$ cat src/rtl/half_stream_serialize_pkg.sv
// Shared fp16 types, field widths and the serializer FSM encoding.
// Imported by half_stream_serialize and, when HALF_STREAM_FTZ_EN is defined, by half_ftz.
package half_stream_pkg;

  localparam int HALF_EXP_W = 5;
  localparam int HALF_MAN_W = 10;

  typedef logic [15:0] half_t;

  typedef enum logic {
    IDLE   = 1'b0,
    STREAM = 1'b1
  } state_t;

  function automatic logic is_subnormal(input half_t h);
    return (h[HALF_MAN_W +: HALF_EXP_W] == '0) && (h[HALF_MAN_W-1:0] != '0);
  endfunction

endpackage

$ cat src/rtl/half_stream_serialize_if.sv
// Vector-in / element-out bus of the serializer.
// The slave modport is the serializer's view; the master modport is the producer/consumer side.
interface half_stream_if #(
  parameter int BITS   = 16,
  parameter int LENGTH = 10
);
  localparam int IW = $clog2(LENGTH) + 1;

  logic                   in_valid;
  logic                   in_ready;
  logic [LENGTH*BITS-1:0] vec;
  logic                   out_valid;
  logic [BITS-1:0]        out_data;
  logic                   out_last;
  logic [IW-1:0]          out_index;

  modport master (
    output in_valid, vec,
    input  in_ready, out_valid, out_data, out_last, out_index
  );

  modport slave (
    input  in_valid, vec,
    output in_ready, out_valid, out_data, out_last, out_index
  );
endinterface

$ cat src/rtl/half_stream_serialize_ftz.sv
// Combinational subnormal flush-to-zero on one fp16 word (sign kept).
// Only compiled when HALF_STREAM_FTZ_EN is defined, which is also the only build that instantiates it.
`ifdef HALF_STREAM_FTZ_EN
module half_ftz
  import half_stream_pkg::*;
(
  input  half_t din,
  output half_t dout
);
  assign dout = is_subnormal(din) ? {din[15], 15'b0} : din;
endmodule
`endif

$ cat src/rtl/half_stream_serialize.sv
// Double-buffered vector-to-element serializer feeding the fp16 streaming accumulator.
// Optional HALF_STREAM_FTZ_EN flushes subnormal out_data words to signed zero (BITS==16 only).
//
// state  | meaning
// IDLE   | nothing streaming, outputs held at zero, ready for a vector
// STREAM | one element of the active vector presented per cycle
module half_stream_serialize
  import half_stream_pkg::*;
#(
  parameter int BITS   = 16,
  parameter int LENGTH = 10
) (
  input  logic           clk,
  input  logic           rstn,
  half_stream_if.slave   bus
);
  localparam int IW = $clog2(LENGTH) + 1;
  localparam logic [IW-1:0] LAST_IDX = IW'(LENGTH - 1);

  state_t                 state;
  logic [LENGTH*BITS-1:0] active;
  logic [LENGTH*BITS-1:0] pending;
  logic                   pend_valid;
  logic [IW-1:0]          idx;
  logic [BITS-1:0]        data_q;
  logic                   valid_q;
  logic                   last_q;
  logic                   xfer;
  logic [IW-1:0]          idx_nxt;

  function automatic logic [BITS-1:0] elem(input logic [LENGTH*BITS-1:0] v,
                                           input logic [IW-1:0] i);
    return v[int'(i)*BITS +: BITS];
  endfunction

  assign xfer    = bus.in_valid && !pend_valid;
  assign idx_nxt = idx + IW'(1);

  // idx always names the element currently on the outputs; out_last is precomputed for it.
  always_ff @(posedge clk or negedge rstn) begin
    if (!rstn) begin
      state      <= IDLE;
      active     <= '0;
      pending    <= '0;
      pend_valid <= 1'b0;
      idx        <= '0;
      data_q     <= '0;
      valid_q    <= 1'b0;
      last_q     <= 1'b0;
    end else begin
      case (state)
        IDLE: begin
          if (xfer) begin
            active  <= bus.vec;
            idx     <= '0;
            data_q  <= elem(bus.vec, IW'(0));
            valid_q <= 1'b1;
            last_q  <= (LAST_IDX == IW'(0));
            state   <= STREAM;
          end
        end
        STREAM: begin
          if (idx == LAST_IDX) begin
            if (pend_valid) begin
              active     <= pending;
              pend_valid <= 1'b0;
              idx        <= '0;
              data_q     <= elem(pending, IW'(0));
              last_q     <= (LAST_IDX == IW'(0));
            end else if (xfer) begin
              // Bypass: a vector arriving on the last beat goes straight to active.
              active <= bus.vec;
              idx    <= '0;
              data_q <= elem(bus.vec, IW'(0));
              last_q <= (LAST_IDX == IW'(0));
            end else begin
              state   <= IDLE;
              idx     <= '0;
              data_q  <= '0;
              valid_q <= 1'b0;
              last_q  <= 1'b0;
            end
          end else begin
            idx    <= idx_nxt;
            data_q <= elem(active, idx_nxt);
            last_q <= (idx_nxt == LAST_IDX);
            if (xfer) begin
              pending    <= bus.vec;
              pend_valid <= 1'b1;
            end
          end
        end
        default: state <= IDLE;
      endcase
    end
  end

  assign bus.in_ready  = ~pend_valid;
  assign bus.out_valid = valid_q;
  assign bus.out_last  = last_q;
  assign bus.out_index = idx;

`ifdef HALF_STREAM_FTZ_EN
  generate
    if (BITS == 16) begin : g_ftz
      half_t ftz_out;
      half_ftz u_ftz (
        .din  (half_t'(data_q)),
        .dout (ftz_out)
      );
      assign bus.out_data = ftz_out;
    end else begin : g_no_ftz
      assign bus.out_data = data_q;
    end
  endgenerate
`else
  assign bus.out_data = data_q;
`endif

endmodule

$ cat src/flat_wrapper.sv
// flat-port wrapper written by rule: the top's interface ports become plain ports
module half_stream_serialize_flat import half_stream_pkg::*;
#(
  parameter int BITS   = 16,
  parameter int LENGTH = 10
)
  (clk, rstn, bus_in_valid, bus_vec, bus_in_ready, bus_out_valid, bus_out_data, bus_out_last, bus_out_index);
  half_stream_if #(.BITS(BITS), .LENGTH(LENGTH)) bus_i ();
  input  logic clk;
  input  logic rstn;
  input wire logic [$bits(bus_i.in_valid)-1:0] bus_in_valid;
  input wire logic [$bits(bus_i.vec)-1:0] bus_vec;
  output wire logic [$bits(bus_i.in_ready)-1:0] bus_in_ready;
  output wire logic [$bits(bus_i.out_valid)-1:0] bus_out_valid;
  output wire logic [$bits(bus_i.out_data)-1:0] bus_out_data;
  output wire logic [$bits(bus_i.out_last)-1:0] bus_out_last;
  output wire logic [$bits(bus_i.out_index)-1:0] bus_out_index;
  assign bus_i.in_valid = bus_in_valid;
  assign bus_i.vec = bus_vec;
  assign bus_in_ready = bus_i.in_ready;
  assign bus_out_valid = bus_i.out_valid;
  assign bus_out_data = bus_i.out_data;
  assign bus_out_last = bus_i.out_last;
  assign bus_out_index = bus_i.out_index;
  half_stream_serialize #(.BITS(BITS), .LENGTH(LENGTH)) u_core (.clk(clk), .rstn(rstn), .bus(bus_i));
endmodule
$ cat config.mk
export PLATFORM = sky130hd
export DESIGN_NAME = half_stream_serialize_flat
export DESIGN_NICKNAME = d
export VERILOG_FILES = /design/src/rtl/half_stream_serialize_pkg.sv /design/src/rtl/half_stream_serialize_if.sv /design/src/rtl/half_stream_serialize_ftz.sv /design/src/rtl/half_stream_serialize.sv /design/src/flat_wrapper.sv
export SDC_FILE = /design/constraint.sdc
export NUM_CORES = 1
export LEC_CHECK = 0
export CORE_ASPECT_RATIO = 1.1
export CORE_UTILIZATION = 40
export DETAILED_ROUTE_END_ITERATION = 10
export GPL_TIMING_DRIVEN = 0
export MAX_ROUTING_LAYER = met4
export PLACE_DENSITY_LB_ADDON = 0.2
export SLEW_MARGIN = 0
export SYNTH_ARGS = -nofsm -noshare
export SYNTH_HDL_FRONTEND = slang
export SYNTH_HIERARCHICAL = 1
export SYNTH_SLANG_ARGS = --single-unit
$ cat constraint.sdc
create_clock -name clk -period 2.5 [get_ports clk]
set_input_delay 0.375 -clock clk [delete_from_list [all_inputs] [get_ports clk]]
set_output_delay 0.375 -clock clk [all_outputs]
set_load 0.01 [all_outputs]
==> run_results.csv, run 1 <==
group,metric,value,unit
placement,place_area,0.0181,sq mm
synth,ys_seq_area_frac,0.555,
placement,port-buffer-count,186,
global_route,overflow,0,
synth,synthMuxAreaShare,0.174,
synth,yosys_warnings,6,
die,dieHeight,209,um
final_layout,fillers,3473,
setup_path,cp_max_fo,10,
setup_path,crit_required,2920,ps
die,die_x,190,um
synth,yosys.area_share.simple,0.0567,
placement,dp_hpwl,33800,um
detailed_routing,avgRoutedWirePerCell,21.5,um
power,power_density,1340,mW/mm^2
setup_path,crit_chain,"inv_1 -> ha_1 -> and4bb_4 -> nor2_4 -> nand2_2 -> buf_4 -> clkbuf_4 -> mux2_2",
global_route,grtUsageTotal,0.242,
power,switching_share,0.356,
global_route,grt_pass1_vias,12084,
die,dieArea,0.0397,sq mm
power,pwr-share-comb,0.388,
sta,fin_skew,14.4,ps
detailed_routing,drtAntennaViolNets,0,
synth,syn-mean-instance-area,11.4,sq um
synth,synth_edf_count,0,
setup_path,startpoint_type,"register",
power,peakVddDrop,523,uV
placement,gp_congestion,0.914,
setup_path,worstSetupEndpointType,"register",
final_layout,drive_above_1_share,0.218,
power,p_clk_frac,0.219,
min_path,hp-class,"input port to asynchronous set/reset pin",
synth,synth_top_family_by_area,"multiplexers",
synth,synthAdderAreaFrac,0.00241,
power,power_leakage,8.10,nW
die,start_util,0.407,
cts,clkSinkCount,345,
sta,setup_violations,0,
detailed_routing,drc_errors,0,
sta,grt_setup_unrepaired,"true",
detailed_routing,first_pass_iters,5,
sta,worstMarginPinSlew,679,ps
setup_path,critPathKind,"register to register",
detailed_routing,drtIter0Drc,916,
setup_path,critical-path-slowest-cell,"dfrtp_1",
final_layout,nets,1769,
synth,synth_compound_area_frac,0.166,
cts,root_buffer,"clkbuf_16",
cts,cts_buffer_depth,3,
sta,period_share,0.967,
synth,ys_seq_elements,345,
sta,setup_tns,0,ps
synth,synthXorXnorAreaFrac,0.000563,
cts,tritoncts,"yes",
detailed_routing,viasPerCell,5.55,
detailed_routing,vias,11846,
setup_path,reg2regPathDepth,8,
sta,fmax,414,MHz
setup_path,cp.arrival,2830,ps
sta,final_hold_viol_count,0,
final_layout,final_util,0.513,
detailed_routing,drt-total-wl,45900,um
cts,path_clk_slew,60,ps
cts,htreeDepth,2,
setup_path,slowest_delay,450,ps
synth,yosysTopAreaCell,"dfrtp_1",
outcome,status,"completed",
synth,async_reset_ff_frac,1.00,
final_layout,area_delta_synth_final,25.8,%
synth,syn_inst,1368,
setup_path,r2r-start,"u_core/bus.out_index[1]",
cts,cts_buffers,37,
die,io_pins,187,
die,rows,75,
synth,ys.flop_type,"dfrtp_1",
sta,period_needed,2420,ps
synth,synth_nets,1534,
power,net-switching-power,9.33,mW
synth,synth.distinct_cells,43,
global_route,grt_pass1_wl,71000,um
sta,slew_violations,0,
run,drv_cap,0,
final_layout,multi_input_area,0.00623,sq mm
setup_path,worst_r2r_endpoint,"u_core/pending[107]",
synth,syn_area,0.0156,sq mm
global_route,grt_max_degree,111,
synth,ys_top_cells_by_area,"dfrtp_1, mux2_2, o22ai_1",
power,p_int,16.8,mW
final_layout,regArea,0.00863,sq mm
final_layout,fin_area,0.0196,sq mm
setup_path,r2r_setup_slack,80,ps
sta,relSlewSlack,0.542,
global_route,antenna_found_initial,2,
synth,netlist.area_leader.share,0.555,
cts,clk_latency,530,ps
power,seqPwrFrac,0.394,
die,core_area,0.0382,sq mm
-- what timing repair did --
action,in CTS,in global routing
gates cloned,0,0
setup buffers,2,4
resized for setup,14,45
pin swaps,1,2
setup endpoints to repair,215,233
hold buffers,1,0
endpoints found under the hold margin,38,0
-- cell families after synthesis --
family                   after synthesis
AO/OA/AOI/OAI                        439
flip-flops                           345
AND/OR/NAND/NOR                      220
multiplexers                         208
buffers and inverters                152
adder cells (fa/ha/maj)                3
XOR/XNOR                               1
-- sequential cells by signal (all words and copies together), names as in the netlist --
| signal | count |
|---|---|
| u_core/active | 160 |
| u_core/bus.out_data | 16 |
| u_core/bus.out_index | 5 |
| u_core/bus.out_last | 1 |
| u_core/bus.out_valid | 1 |
| u_core/pend_valid | 1 |
| u_core/pending | 160 |
| u_core/state | 1 |
-- Yosys cell counts (2+ instances only) --
cell type,n
dfrtp_1,345
o21ai_0,61
clkbuf_1,58
inv_1,38
buf_6,5
a22oi_1,32
nand3b_1,2
a21oi_2,2
o22ai_1,160
mux2_1,9
nand3_1,2
o21ai_2,11
clkbuf_8,5
a21oi_1,161
nand2b_1,2
buf_1,6
mux2_2,167
mux4_2,32
nor2_1,164
buf_2,39
nand2_1,41
a41oi_1,2
o31ai_1,2
ha_1,3
-- cells in the final DEF (no fill, tap or decap), types with 37 or more instances in the layout --
cell type	synthesis	final
clkbuf_1	58	52
dfrtp_1	345	345
nand2_1	41	40
clkdlybuf4s50_1	0	185
nor2_1	164	164
a21oi_1	161	161
mux2_2	167	167
clkbuf_16	0	39
inv_1	38	37
o21ai_0	61	61
o22ai_1	160	160
-- worst max-delay path, delay by kind of cell (launching register included) --
kind,cells,cell delay (ps)
multiplexers,1,350
flip-flops,1,450
adder cells (fa/ha/maj),1,190
AND/OR/NAND/NOR,3,550
buffers and inverters,3,730
-- metrics by stage --
stage	setup slack (ps)	power (mW)	hold slack (ps)	std cells
after floorplan	64.2	16.5	79.4	1368
after global placement	-14070	20.0	463	2054
after detailed placement	-672	20.3	288	2057
after CTS	29.1	26.2	312	2127
after global routing	-9.93	27.7	326	2133
final	82.9	26.2	313	2133
-- metal layers --
layer | vias up | wire length, um | part of all wire | GRT usage
met5 | - | 0 | 0 | -
met4 | 0 | 1290 | 0.028 | 0.0762
met3 | 79 | 3170 | 0.069 | 0.0465
met2 | 336 | 21300 | 0.46 | 0.368
met1 | 5975 | 20200 | 0.44 | 0.328
li1 | 5456 | - | - | -
-- power by group through the flow --
stage,clock (mW),sequential (mW),combinational (mW)
global placement,0,10.3,9.74
finish,5.72,10.3,10.1
floorplan,0,9.53,6.99
CTS,5.83,10.3,10.1
detailed placement,0,10.3,9.94
global route,6.05,10.6,11.1
-- final cells by class --
type,instances,share of cell area
inverter,38,0.00729
multi-input combinational,871,0.318
antenna,2,0.000256
clock buffer,58,0.0571
tap,500,0.0320
clock inverter,9,0.00761
timing repair buffer,196,0.103
buffer,114,0.0337
sequential,345,0.441
-- how the worst max path moves through the flow --
| stage | startpoint | to |
|---|---|---|
| 3_3_place_gp | rstn | u_core/pending[23] |
| 5_1_grt | u_core/bus.out_index[0] | u_core/bus.out_data[2] |
| 3_5_place_dp | bus_in_valid | u_core/active[48] |
| 2_1_floorplan | u_core/bus.out_index[0] | u_core/bus.out_data[10] |
| 4_1_cts | u_core/bus.out_index[1] | u_core/pending[131] |
| 6_report | u_core/bus.out_index[1] | u_core/pending[107] |
No activity file was read; power rests on OpenSTA's default activity.
==> run 2: changes to the inputs <==
- CTS_CLUSTER_SIZE: default -> 16
- REMOVE_ABC_BUFFERS: default -> 1
==> run_results.csv, run 2 (same netlist as run 1, synthesis figures left out) <==
group,metric,value,unit
final_layout,fillers,3426,
sta,slew_violations,0,
final_layout,area_delta_synth_final,26.9,%
global_route,grtUsageTotal,0.233,
sta,period_share,0.957,
cts,cts_buffer_depth,3,
placement,port-buffer-count,186,
power,peakVddDrop,657,uV
setup_path,critPathKind,"register to register",
cts,root_buffer,"clkbuf_16",
power,power_density,1310,mW/mm^2
setup_path,worstSetupEndpointType,"register",
placement,gp_congestion,0.748,
cts,clkSinkCount,345,
setup_path,cp_max_fo,36,
sta,fmax,418,MHz
cts,clk_latency,540,ps
setup_path,cp.arrival,2820,ps
sta,final_hold_viol_count,0,
detailed_routing,drt-total-wl,43800,um
detailed_routing,vias,11552,
sta,whs,410,ps
global_route,use_met2,0.368,
sta,fin_ws,107,ps
global_route,grt_pass1_wl,69300,um
die,start_util,0.407,
die,io_pins,187,
outcome,status,"completed",
sta,fin_skew,20.2,ps
placement,dp_hpwl,25000,um
die,core_area,0.0382,sq mm
global_route,grt_util_met1,0.305,
cts,path_clk_slew,60,ps
setup_path,crit_required,2920,ps
setup_path,startpoint_type,"register",
detailed_routing,drtAntennaViolNets,0,
die,dieHeight,209,um
detailed_routing,viasPerCell,5.61,
global_route,grt_max_degree,109,
placement,place_worst_setup_slack,-1120,ps
detailed_routing,avgRoutedWirePerCell,21.3,um
final_layout,final_common_cell,"dfrtp_1",
die,die_x,190,um
sta,setup_violations,0,
detailed_routing,drc_errors,0,
die,dieArea,0.0397,sq mm
detailed_routing,drtIter0Drc,779,
final_layout,nets,1694,
global_route,top_usage_layer,"met2",
run,drv_cap,0,
power,power_leakage,8.06,nW
cts,tritoncts,"yes",
cts,htreeDepth,2,
die,rows,75,
final_layout,drive_above_1_share,0.222,
sta,relSlewSlack,0.137,
global_route,use_met3,0.0388,
detailed_routing,first_pass_iters,5,
min_path,hp-class,"input port to asynchronous set/reset pin",
cts,cts_buffers,40,
global_route,overflow,0,
global_route,grt_pass1_vias,12021,
sta,period_needed,2390,ps
final_layout,final_cell_mix,"dfrtp_1, clkdlybuf4s50_1, mux2_2",
sta,grt_setup_unrepaired,"false",
global_route,antenna_found_initial,5,
sta,worstMarginPinSlew,1290,ps
[run 2: cell types whose count changed in the layout (fill, tap and decap cells not counted), sizes merged, moves of 2 or more]
cell,change
buf,-12
diode,+3
nand2b,+2
clkinv,+7
clkinvlp,+3
clkbuf,-77
[run 2: per-stage QoR]
step	std cells	total power, mW	setup TNS [ps]	utilization	area [sq um]
after floorplan	1254	16.5	-1476370	-	15000
after global placement	1940	19.3	-8747070	0.458	17500
after detailed placement	1962	19.7	-291060	0.474	18100
after CTS	2055	26.0	0	0.515	19700
after global routing	2061	27.6	0	0.517	19700
final	2061	25.9	0	0.517	19700
[run 2: critical path, stage by stage, from the launching register on]
cell and delay, ps:
dfrtp_4 520, ha_1 230, and4bb_4 220, nor2_4 250, nand2_8 180, buf_12 240, clkbuf_16 260, mux2_1 320
[run 2: cell type report]
type                       count  area, sq um  area share
inverter                      38          146     0.00741
timing repair buffer         227         2590       0.131
multi-input combinational    875         6370       0.322
sequential                   345         8640       0.438
antenna                        5         12.5    0.000634
timing repair inverter         1         5.00    0.000253
clock inverter                18          221      0.0112
clock buffer                  52         1130      0.0571
tap                          500          626      0.0317
[run 2: where the power goes]
part	leakage, nW	switching [mW]	internal (mW)
logic	3.41	4.89	5.04
clock network	0.673	2.34	3.69
registers	3.98	1.51	8.39
[run 2: what timing repair did]
action	4_1_cts	5_1_grt
endpoints found under the setup margin	340	133
endpoints found under the hold margin	74	0
gates resized for setup	8	4
cloned	5	1
pin swaps	4	0
hold buffers	1	0
setup buffers	17	0
[run 2: path summary, 6_finish.rpt]
check                                        start             endpoint  slack (ps)  cells past startpoint
min reg2reg                       u_core/active[1]     u_core/active[1]         480                      2
min in group clk                       bus_vec[64]   u_core/pending[64]         460                      2
max in group asynchronous                     rstn   u_core/active[111]         670                      4
min                                           rstn  u_core/pending[104]         410                      2
max reg2reg                u_core/bus.out_index[0]   u_core/pending[68]         110                      7
max                        u_core/bus.out_index[0]   u_core/pending[68]         110                      7
[run 2: routing by layer]
layer  wire length [um]  share of wire  vias up
met3               2280          0.052       85
met1              19200           0.44     5852
met2              21000           0.48      287
li1                   -              -     5328
met4               1250          0.029        0
met5                  0              0        -
